`config.mk`:
```
export PLATFORM = sky130hd
export DESIGN_NAME = johnson_phase_decoder_5bit
export DESIGN_NICKNAME = d
export VERILOG_FILES = /design/src/rtl/johnson_phase_decoder_5bit.sv
export SDC_FILE = /design/constraint.sdc
export NUM_CORES = 1
export LEC_CHECK = 0
export CAP_MARGIN = 30
export CORE_UTILIZATION = 50
export CTS_CLUSTER_SIZE = 20
export DETAILED_ROUTE_END_ITERATION = 6
export PLACE_DENSITY = 0.82
export RECOVER_POWER = 100
export SETUP_SLACK_MARGIN = 0.5
export SYNTH_ARGS = -nofsm -noshare
export SYNTH_HDL_FRONTEND = slang
export SYNTH_SLANG_ARGS = --single-unit
```
`constraint.sdc`:
```
create_clock -name clk -period 2.7 [get_ports clk]
set_clock_uncertainty 0.05 [all_clocks]
set_input_delay 0.81 -clock clk [delete_from_list [all_inputs] [get_ports clk]]
set_output_delay 0.81 -clock clk [all_outputs]
set_load 0.02 [all_outputs]
```
`src/rtl/johnson_phase_decoder_5bit.sv`:
```
// Decodes a 5-bit Johnson counter state into a phase index and one-hot vector,
// flags illegal codes and out-of-order phases, and counts ring revolutions.
module johnson_phase_decoder_5bit #(
  parameter int CNT_W = 8
) (
  input  logic             clk,
  input  logic             rst_n,
  input  logic             en,
  input  logic [4:0]       q_in,
  input  logic             clr_err,
  output logic [3:0]       phase_idx,
  output logic [9:0]       phase_onehot,
  output logic             valid,
  output logic             err_illegal,
  output logic             err_seq,
  output logic             wrap,
  output logic [CNT_W-1:0] wrap_count
);

  logic       legal;
  logic [3:0] k;
  logic [3:0] next_idx;

  always_comb begin
    legal = 1'b1;
    k     = 4'd0;
    case (q_in)
      5'b10000: k = 4'd0;
      5'b00000: k = 4'd1;
      5'b00001: k = 4'd2;
      5'b00011: k = 4'd3;
      5'b00111: k = 4'd4;
      5'b01111: k = 4'd5;
      5'b11111: k = 4'd6;
      5'b11110: k = 4'd7;
      5'b11100: k = 4'd8;
      5'b11000: k = 4'd9;
      default:  legal = 1'b0;
    endcase
  end

  assign next_idx = (phase_idx == 4'd9) ? 4'd0 : phase_idx + 4'd1;

  // valid/phase_idx double as the previous-sample state; an invalid previous
  // sample lets the next legal code resynchronise without a sequence error.
  always_ff @(posedge clk) begin
    if (!rst_n) begin
      phase_idx    <= 4'd0;
      phase_onehot <= 10'd0;
      valid        <= 1'b0;
      err_illegal  <= 1'b0;
      err_seq      <= 1'b0;
      wrap         <= 1'b0;
      wrap_count   <= '0;
    end else begin
      wrap <= 1'b0;
      if (clr_err) begin
        err_illegal <= 1'b0;
        err_seq     <= 1'b0;
      end
      if (en) begin
        if (legal) begin
          phase_idx    <= k;
          phase_onehot <= 10'd1 << k;
          valid        <= 1'b1;
          if (valid && (k != phase_idx) && (k != next_idx))
            err_seq <= 1'b1;
          if (valid && (phase_idx == 4'd9) && (k == 4'd0)) begin
            wrap <= 1'b1;
            if (wrap_count != {CNT_W{1'b1}})
              wrap_count <= wrap_count + {{(CNT_W-1){1'b0}}, 1'b1};
          end
        end else begin
          valid        <= 1'b0;
          phase_onehot <= 10'd0;
          err_illegal  <= 1'b1;
        end
      end
    end
  end

endmodule
```
# Word level (Yosys, flattened, before mapping)
# Index checks and enable logic that the tools add are counted.
# W data, S select, Z words.
[totals] word_cells=46 inputBits=9 reg_bits=26 output_inout_bits=26
[classes] n_reduce_logical=10 addsub=2 mux=13 shifts=1 n_eq_ne=13
[op_table] cell="$pmux W4 S9" count=1
[op_table] cell="$eq A5 B5 Y1 const B" count=5
[op_table] cell="$mux W1" count=10
[op_table] cell="$mux W10" count=1
[op_table] cell="$reduce_or A10 Y1" count=1
[op_table] cell="$shl A1 B4 Y10 const A" count=1
[op_table] cell="$add A8 B1 Y8 const B" count=1
[op_table] cell="$ne A4 B4 Y1" count=2
[op_table] cell="$ne A8 B8 Y1 const B" count=1
[op_table] cell="$eq A5 B1 Y1 const B" count=1
[op_table] cell="$eq A5 B2 Y1 const B" count=1
[op_table] cell="$eq A5 B3 Y1 const B" count=1
[op_table] cell="$eq A5 B4 Y1 const B" count=1
[op_table] cell="$logic_not A5 Y1" count=1
[op_table] cell="$add A4 B1 Y4 const B" count=1
[op_table] cell="$eq A4 B4 Y1 const B" count=1
[op_table] cell="$logic_and A1 B1 Y1" count=4
[op_table] cell="$logic_not A4 Y1" count=1
[op_table] cell="$mux W4" count=1
[op_table] cell="$reduce_and A4 Y1" count=1
[op_table] cell="$reduce_and A3 Y1" count=1
[op_table] cell="$reduce_and A2 Y1" count=1

# Logic depth before layout (Yosys ltp)
# Gate-level depths: netlist of run 1.
[depth] word_depth=8 mapped_depth=8 ltp_nobuf=7

# Worst setup path after synthesis of run 1
# Ideal clock, no wire load.
[synth_timing] kind="input to register" startpoint="input q_in[3]" endpoint="register err_seq" setup_ns=0.126 path_slack_ns=0.406 n_path_buf=1 t_required_ns=2.524 arrival_ns=2.118 cell_stages=7 path_cell_list="buf_4 and4_2 a21oi_4 mux2i_1 a22oi_1 o41ai_1 nor3_1"
[synth_via] elab_chain_len=8 word_cells_on_any_way=20 cone_classes="eq/ne: 11; mux: 5; reduce/logical: 4"
[synth_lines] item="start: declaration" line="9" rtl="input logic [4:0] q_in,"
[synth_lines] item="$eq A5 B5 Y1 (tied with other cells)" line="27" rtl="case (q_in)"
[synth_lines] item="$pmux W4 S9" line="27"
[synth_lines] item="$ne A4 B4 Y1" line="66" rtl="if (valid && (k != phase_idx) && (k != next_idx))"
[synth_lines] item="$logic_and A1 B1 Y1 (2 in a row)" line="66"
[synth_lines] item="$mux W1" line="66"
[synth_lines] item="$mux W1 (*)" line="62" rtl="if (legal) begin"
[synth_lines] item="$mux W1 (*)" line="61" rtl="if (en) begin"
[synth_lines] item="end signal: assignment" line="52" rtl="err_seq <= 1'b0;"
[synth_lines] item="end signal: assignment" line="59" rtl="err_seq <= 1'b0;"
[synth_lines] item="end signal: assignment" line="67" rtl="err_seq <= 1'b1;"
[synth_lines] item="end: declaration" line="15" rtl="output logic err_seq,"
# Mark *: on every way between the ends. The rest lies on a longest branch, timed or not.
# A chain may end at the register's enable or synchronous reset.

# Worst setup path after layout of run 1
[layout_timing] startpoint="input q_in[0]" endpoint="register phase_onehot[3]"
[layout_via] elab_chain_len=4 word_cells_on_any_way=15 cone_classes="eq/ne: 9; shift: 1; mux: 3; reduce/logical: 2"
[layout_lines] item="$eq A5 B5 Y1 (tied with other cells)" line="27"
[layout_lines] item="$pmux W4 S9 or $reduce_or A10 Y1 (tied branches)"
[layout_lines] item="$shl A1 B4 Y10 or $mux W1 (tied branches)" line="64, 27"
[layout_lines] item="$mux W10 (*)" line="62"
[layout_lines] item="end signal: assignment" line="64" rtl="phase_onehot <= 10'd1 << k;"
[layout_lines] item="end: declaration" line="12" rtl="output logic [9:0] phase_onehot,"
# Marked as above.

==> results of run 1 <==
state kept, by name, indices dropped and copies added, names as in the netlist:
register,count
phase_onehot,10
wrap_count,8
phase_idx,4
err_illegal,1
err_seq,1
valid,1
wrap,1
cell usage in the layout (no fill, tap or decap), types with 5 or more instances in the layout:
master | netlist | routed
dfxtp_1 | 26 | 26
nor2_1 | 6 | 5
clkbuf_1 | 2 | 13
o22ai_1 | 8 | 8
buf_4 | 2 | 22
and2_1 | 15 | 10
dlygate4sd2_1 | 0 | 17
nand3_1 | 7 | 6
nor2b_1 | 10 | 10
and2_0 | 0 | 5
a21oi_1 | 8 | 9
a21boi_0 | 4 | 6
nand2b_1 | 6 | 6
nand2_1 | 15 | 15
xnor2_1 | 8 | 8
inv_1 | 9 | 9
final cells by class:
cell class	count	area, µm²
clock buffers	3	22.5
clock inverters	1	30.0
fillers	256	841
inverters	9	33.8
multi-input cells	133	922
flip-flops and latches	26	520
well taps	31	38.8
repair buffers	59	420
worst max path at each step:
stage / cells after the start / slack (ns) / from / end
finish: 7 / 0.41 / q_in[0] / phase_onehot[3]
global route: 7 / 0.31 / q_in[0] / phase_onehot[3]
CTS: 6 / 0.49 / q_in[3] / wrap_count[5]
detailed placement: 7 / -0.18 / q_in[4] / err_seq
global placement: 7 / -0.12 / q_in[4] / err_seq
floorplan: 7 / 0.49 / q_in[4] / err_seq
worst reg2reg max path, cell delays in order (launching register included):
cell and delay [ns]:
dfxtp_1 0.55, and4bb_2 0.29, and4_4 0.24, nand4_1 0.15, or3_1 0.34, a21boi_0 0.21
power by group:
group	leakage, µW	switching (µW)	total [µW]	internal [µW]
clock	0.0000279	121	271	150
sequential	0.000210	7.48	397	389
combinational	0.000568	72.7	137	64.2
total	0.000806	201	805	604
repair_timing:
| action | CTS | global route |
|---|---|---|
| resized for setup | 28 | 16 |
| buffers inserted | 2 | 4 |
| hold buffers | 0 | 0 |
| endpoints found under the setup margin | 32 | 19 |
| pin swaps | 3 | 4 |
through the flow:
stage / TNS [ns] / hold slack, ns / instance area (µm²) / total power [µW]
3_3_place_gp: -0.357 / 0.416 / 2000 / 539
3_5_place_dp: -0.777 / 0.435 / 2000 / 544
4_1_cts: 0 / 0.462 / 2060 / 809
6_report: 0 / 0.458 / 1990 / 805
5_1_grt: 0 / 0.525 / 1990 / 839
2_1_floorplan: 0 / 0.501 / 1550 / 487
per-layer routing:
layer | part of all wire | up-vias | track usage
met4 | 0.014 | 0 | 0.0767
met3 | 0.046 | 8 | 0.0635
li1 | - | 719 | -
met2 | 0.49 | 44 | 0.419
met1 | 0.45 | 696 | 0.311
met5 | 0 | - | 0
cells by family (layout without fill, tap and decap cells):
family                     after synthesis  count (layout)  synth area share
adders and majority gates                1               1           0.00816
xor gates and xnor gates                12              12            0.0776
muxes                                    4               4            0.0286
and+or+nand+nor                         79              79             0.301
DFF                                     26              26             0.340
buffers and inverters                   20              72            0.0637
AOI/OAI and AO/OA                       37              37             0.181
==> results.cfg, run 1 <==
[logic_synthesis]
yosysTopAreaCellShare = 0.340
async_flop_share = 0
ys_top_cells_by_area = dfxtp_1 (34%), and2_1 (6.1%), xnor2_1 (4.6%)
ys_ff_latch = 26
yosysUniqueCellTypes = 46
yosys.area.top_type = dfxtp_1
syn-mean-instance-area_um2 = 8.56
yosys_warnings = 0
synth_most_common_cell = dfxtp_1
synth_nets = 189
synth-edff-count = 0
synth_cells = 179
netlist_top_cells_count = dfxtp_1 (26), and2_1 (15), nand2_1 (15)
synth_flop_cell = dfxtp_1
synth_area_um2 = 1530
ys_seq_area_frac = 0.340

[worst_setup_path]
critPathRequiredTime_ns = 2.93
cp_slowest_cell = or4_1
end_kind = flop
worst_r2r_path_depth = 5
crit_buf_inv = 2
path_class = input pin to flop
critPathArrivalTime_ns = 2.52
cp_top_family = simple AND/OR/NAND/NOR gates
cp_slowest_stage_delay_ns = 0.54
crit_chain = dlygate4sd2_1 > clkbuf_4 > a21oi_1 > o2111ai_4 > or4_1 > o22ai_1 > and2_0
r2r_slack_ns = 0.79
timing.rr.start = phase_idx[0]
rr_endpoint = wrap_count[5]
crit_path_max_fanout = 7
crit_path_start_kind = input pin

[timing]
hold_viol = 0
fmax_mhz = 438
fin_crit_sh = 0.847
slew_violations = 0
tightest_slew_ns = 0.735
relSlewSlack = 0.510
setup_viol = 0
period_needed_ns = 2.29
fin_ws_ns = 0.414
rsz0062_at_grt = no

[detailed_routing]
drc = 5
drt_iter0_markers = 80
via_count = 1467
ant_nets = 0
vias_per_cell = 5.60
dr.pass1.iters = 6
wl_per_cell_um = 14.8
drt_wl_total_um = 3890

[clock_tree]
clk_path_buf_depth = 2
cts_htree_levels = 1
cts.sink_count = 26
clk_pin_slew_ns = 0.14
cts_root_buffer = clkbuf_4
cts_tree = yes
clkLatencyLatePin_ns = 0.33
cts_buffers = 3

[die]
die_w_um = 57.4
num_rows = 19
die-area_um2 = 3290
core_area_um2 = 2830
start_util = 0.542
die_y_um = 57.4
ios = 35

[grt]
first_global_vias = 1419
grt_use_total = 0.249
grt_overflow_total = 0
antenna_found_initial = 0
grt_max_degree = 23
grt_pass1_wl_um = 6440

[cells_and_area]
antennaDiodeCount = 0
drive_above_1_share = 0.186
post_layout_nonfiller_instances = 262
utilization = 0.703
nets = 242
syn_to_final_growth_pct = 29.7

[flow_run]
maxCapViolations = 0

[place]
placed_cells = 252
io_buffers = 34
post-place-ws_ns = -0.179
routabilityCongestion = 0.854
dp_hpwl_um = 2720

[pwr]
irDropWorstVdd_mv = 0.293
p_leak_uw = 0.000806
powerDensity_nw_per_um2 = 405

[hold_path]
hold_end = phase_onehot[7]
worstHoldStart = phase_onehot[7]
holdPathStages = 2
worstHoldPathType = flop to flop

[status]
violations = design-rule violations
status = complete, but fails checks
No activity file was read; power rests on OpenSTA's default activity.
==> inputs of run 2 (changes only) <==
CORE_UTILIZATION = 45   (was 50)
PLACE_DENSITY = 0.78   (was 0.82)
clock period = 1.9 ns   (was 2.7 ns; I/O delays follow)
==> results.cfg, run 2 (synthesis results as in run 1) <==
[timing]
fin_crit_sh = 0.944
relSlewSlack = 0.762
fmax_mhz = 558
fin_ws_ns = 0.107
hold_viol = 0
fin_hold_ws_ns = 0.469
setup_tns_ns = 0
period_needed_ns = 1.79
tightest_slew_ns = 0.356
rsz0062_at_grt = yes
setup_viol = 0
slew_violations = 0

[die]
num_rows = 20
start_util = 0.486
core_area_um2 = 3150
ios = 35
die-area_um2 = 3640
die_y_um = 60.4
die_w_um = 60.4

[grt]
grt_overflow_total = 0
grt_use_total = 0.260
antenna_found_initial = 0
first_global_vias = 1575
grt_max_degree = 24
grt_pass1_wl_um = 7210

[detailed_routing]
vias_per_cell = 5.51
wl_per_cell_um = 16.9
drc = 0
ant_nets = 0
drt_iter0_markers = 77
via_count = 1704
drt_wl_total_um = 5210
dr.pass1.iters = 4

[cells_and_area]
regMostFlops = phase_onehot
nets = 276
antennaDiodeCount = 0
n_fill_cell = 195
utilization = 0.824
reg_top3 = phase_onehot x10, wrap_count x8, phase_idx x4
seq_area_um2 = 524
final_cell_mix = buf_4 (45), buf_6 (37), dfxtp_1 (25)
multi_input_area_um2 = 1080
largest_register_ffs = 10
drive_above_1_share = 0.487
syn_to_final_growth_pct = 69.5
layout_commonest_cell = buf_4

[worst_setup_path]
timing.rr.start = phase_idx[1]
critPathArrivalTime_ns = 1.97
crit_path_start_kind = input pin
rr_endpoint = wrap_count[2]
crit_path_max_fanout = 6
critPathRequiredTime_ns = 2.08
path_class = input pin to flop
r2r_slack_ns = 0.11
worst_r2r_path_depth = 7
end_kind = flop

[hold_path]
holdPathStages = 2
worstHoldStart = phase_idx[3]
worstHoldPathType = flop to flop
hold_end = phase_idx[3]

[clock_tree]
clk_path_buf_depth = 2
clk_pin_slew_ns = 0.16
cts_htree_levels = 1
cts.sink_count = 26
cts_tree = yes
cts_root_buffer = clkbuf_4
hold_buffers = 0
clkLatencyLatePin_ns = 0.34
cts_buffers = 3

[place]
io_buffers = 34
dp_hpwl_um = 2790
post-place-ws_ns = -0.656
routabilityCongestion = 0.788

[flow_run]
maxCapViolations = 0

[pwr]
p_leak_uw = 0.00107
total_power_uw = 1250
irDropWorstVdd_mv = 0.595
powerDensity_nw_per_um2 = 483

[status]
status = complete, no violations
[run 2: cell count changes in the layout (fill, tap and decap cells not counted), moves of 3 or more]
| cell | before | now |
|---|---|---|
| dlygate4sd2_1 | 17 | 0 |
| buf_6 | 0 | 37 |
| nor2_4 | 0 | 3 |
| a21boi_0 | 6 | 2 |
| a21oi_1 | 9 | 6 |
| nand2_1 | 15 | 12 |
| buf_4 | 22 | 45 |
| xnor2_2 | 0 | 4 |
| clkbuf_1 | 13 | 3 |
| xnor2_1 | 8 | 4 |
[run 2: through the flow]
step / area, µm² / instances
after floorplan: 1570 / 179
after global placement: 2100 / 275
after detailed placement: 2100 / 275
after CTS: 2430 / 296
after global routing: 2600 / 309
final: 2600 / 309
[run 2: routing by layer]
metal / routed length [µm] / track usage
met5: 0 / 0
met4: 167 / 0.0764
met3: 249 / 0.0490
met2: 2640 / 0.440
met1: 2150 / 0.336
[run 2: cell type report]
cell class,instances,area share
Multi-Input combinational cell,133,0.415
Sequential cell,26,0.202
Tap cell,44,0.0212
Clock buffer,3,0.00867
Timing Repair Buffer,93,0.329
Inverter,9,0.0130
Clock inverter,1,0.0116
[run 2: power breakdown]
group          switching (µW)  internal (µW)
registers                6.69            552
logic                     146            161
clock network             175            214
[run 2: repair_timing]
action,4_1_cts,5_1_grt
gates cloned,0,0
buffers inserted,17,13
resized for setup,236,40
pin swaps,19,16
endpoints found under the setup margin,52,49
[run 2: how the worst max path moves through the flow]
stage | start | to | slack [ns]
6_report | q_in[0] | wrap_count[2] | 0.11
2_1_floorplan | q_in[3] | wrap_count[4] | -0.02
3_3_place_gp | q_in[3] | wrap_count[7] | -0.61
3_5_place_dp | q_in[3] | wrap_count[7] | -0.66
5_1_grt | phase_idx[2] | wrap_count[2] | 0.06
4_1_cts | q_in[3] | wrap_count[5] | 0.15
[run 2: worst max-delay path, stage by stage]
cell      delay [ns]
buf_6           0.11
and4bb_2        0.30
and4_1          0.27
clkbuf_4        0.16
o21a_2          0.17
nand2_1         0.11
xnor2_2         0.15
and2_1          0.13
==> inputs of run 3 (changes only) <==
CORE_UTILIZATION = 25   (was 45)
PLACE_DENSITY = 0.49   (was 0.78)
TNS_END_PERCENT = 50   (was default)
==> results.cfg, run 3 (synthesis results as in run 1) <==
[status]
status = complete, no violations

[hold_path]
worstHoldPathType = flop to flop
holdPathStages = 2
worstHoldStart = phase_onehot[7]
hold_end = phase_onehot[7]

[detailed_routing]
drt_wl_total_um = 4070
dr_wl_met3_um = 75
vias_per_cell = 4.50
via_count = 1463
drt_iter0_markers = 31
wl_per_cell_um = 12.5
top_layer = met4
wl_met2_um = 1950
ant_nets = 0
wl_met1_um = 2020
dr.pass1.iters = 4
drc = 0

[worst_setup_path]
cp_top_family = simple AND/OR/NAND/NOR gates
timing.rr.start = phase_idx[3]
crit_path_max_fanout = 8
worst_r2r_path_depth = 5
path_common_cell = buf_6
path_class = input pin to flop
crit_buf_inv = 5
end_kind = flop
cp_slowest_cell = nor4_1
rr_endpoint = wrap_count[5]
cp_slowest_stage_delay_ns = 0.29
r2r_slack_ns = 0.13
critPathRequiredTime_ns = 2.02
crit_chain = buf_6 > buf_6 > and4_4 > a21oi_4 > buf_6 > buf_6 > buf_6 > nand3_2 > o2111ai_1 > nor4_1 > nor3_1
critPathArrivalTime_ns = 1.96
crit_path_start_kind = input pin

[cells_and_area]
regMostFlops = phase_onehot
multi_input_area_um2 = 971
drive_above_1_share = 0.352
utilization = 0.394
final_area_um2 = 2330
largest_register_ffs = 10
final_cell_mix = buf_4 (41), dfxtp_1 (26), dlygate4sd2_1 (16)
reg_top3 = phase_onehot x10, wrap_count x8, phase_idx x4
layout_commonest_cell = buf_4
syn_to_final_growth_pct = 52.1
seq_area_um2 = 520
nets = 261
n_fill_cell = 623
antennaDiodeCount = 0

[place]
placed_area_um2 = 2170
post-place-ws_ns = -0.754
dp_hpwl_um = 2950
io_buffers = 34
routabilityCongestion = 0.870

[die]
num_rows = 28
die_w_um = 80.3
start_util = 0.259
core_area_um2 = 5920
die_y_um = 80.3
ios = 35
die-area_um2 = 6450

[grt]
grt_use_total = 0.132
grt_pass1_wl_um = 6580
grt_overflow_total = 0
first_global_vias = 1401
antenna_found_initial = 0
grt_max_degree = 20

[clock_tree]
cts_root_buffer = clkbuf_8
cts.sink_count = 26
hold_buffers = 0
cts_tree = yes
clk_path_buf_depth = 2
cts_buffers = 3
clk_pin_slew_ns = 0.10
cts_htree_levels = 1
clkLatencyLatePin_ns = 0.28

[flow_run]
maxCapViolations = 0

[timing]
fmax_mhz = 544
fin_crit_sh = 0.968
hold_viol = 0
relSlewSlack = 0.582
slew_violations = 0
period_needed_ns = 1.84
setup_tns_ns = 0
rsz0062_at_grt = yes
fin_hold_ws_ns = 0.440
tightest_slew_ns = 0.627
setup_viol = 0
fin_ws_ns = 0.0612

[pwr]
powerDensity_nw_per_um2 = 539
irDropWorstVdd_mv = 0.389
p_leak_uw = 0.000991
## run 3: cell count changes in the layout (fill, tap and decap cells not counted), sizes merged
cell | previous run | this run
buf | 86 | 54
clkdlybuf4s15 | 0 | 1
clkdlybuf4s50 | 1 | 2
dlygate4sd2 | 0 | 16
dlygate4sd3 | 1 | 0
## run 3: area by class of cell
class / instances / area share
Multi-Input combinational cell: 133 / 0.417
Tap cell: 75 / 0.0403
Clock inverter: 1 / 0.0129
Inverter: 9 / 0.0145
Timing Repair Buffer: 78 / 0.275
Sequential cell: 26 / 0.223
Clock buffer: 3 / 0.0177
## run 3: what timing repair did
action                     CTS  global route
setup buffers                8             3
resized for setup           90            43
setup endpoints to repair   52            48
pin swaps                   18             8
## run 3: metrics by stage
stage / power [µW] / std cells
floorplan: 697 / 179
global placement: 796 / 310
detailed placement: 795 / 310
CTS: 1280 / 322
global route: 1310 / 325
finish: 1260 / 325
## run 3: tightest hold or removal path, delay by kind of cell (launching register included)
kind,cells,cell delay (ns)
DFF,1,0.32
and+or+nand+nor,1,0.06
AOI/OAI and AO/OA,1,0.07
## run 3: metal layers
layer  vias to the layer above  GRT usage
met5                         -          0
met2                        19      0.221
li1                        759          -
met1                       683      0.176
met3                         2     0.0136
met4                         0     0.0429
## run 3: how the worst max path moves through the flow
stage / startpoint / end / slack, ns / depth (start not counted)
after floorplan: q_in[3] / wrap_count[4] / -0.02 / 7
after global placement: q_in[4] / err_seq / -0.72 / 7
after detailed placement: q_in[4] / err_seq / -0.75 / 7
after CTS: q_in[3] / err_seq / 0.07 / 8
after global routing: q_in[3] / wrap_count[6] / -0.01 / 7
final: q_in[3] / err_seq / 0.06 / 11
## run 3: report_power, final
part / switching [µW] / internal (µW) / leakage, µW / total (µW)
clock: 186 / 282 / 0.0000357 / 468
sequential: 5.47 / 553 / 0.000210 / 558
combinational: 112 / 118 / 0.000745 / 231
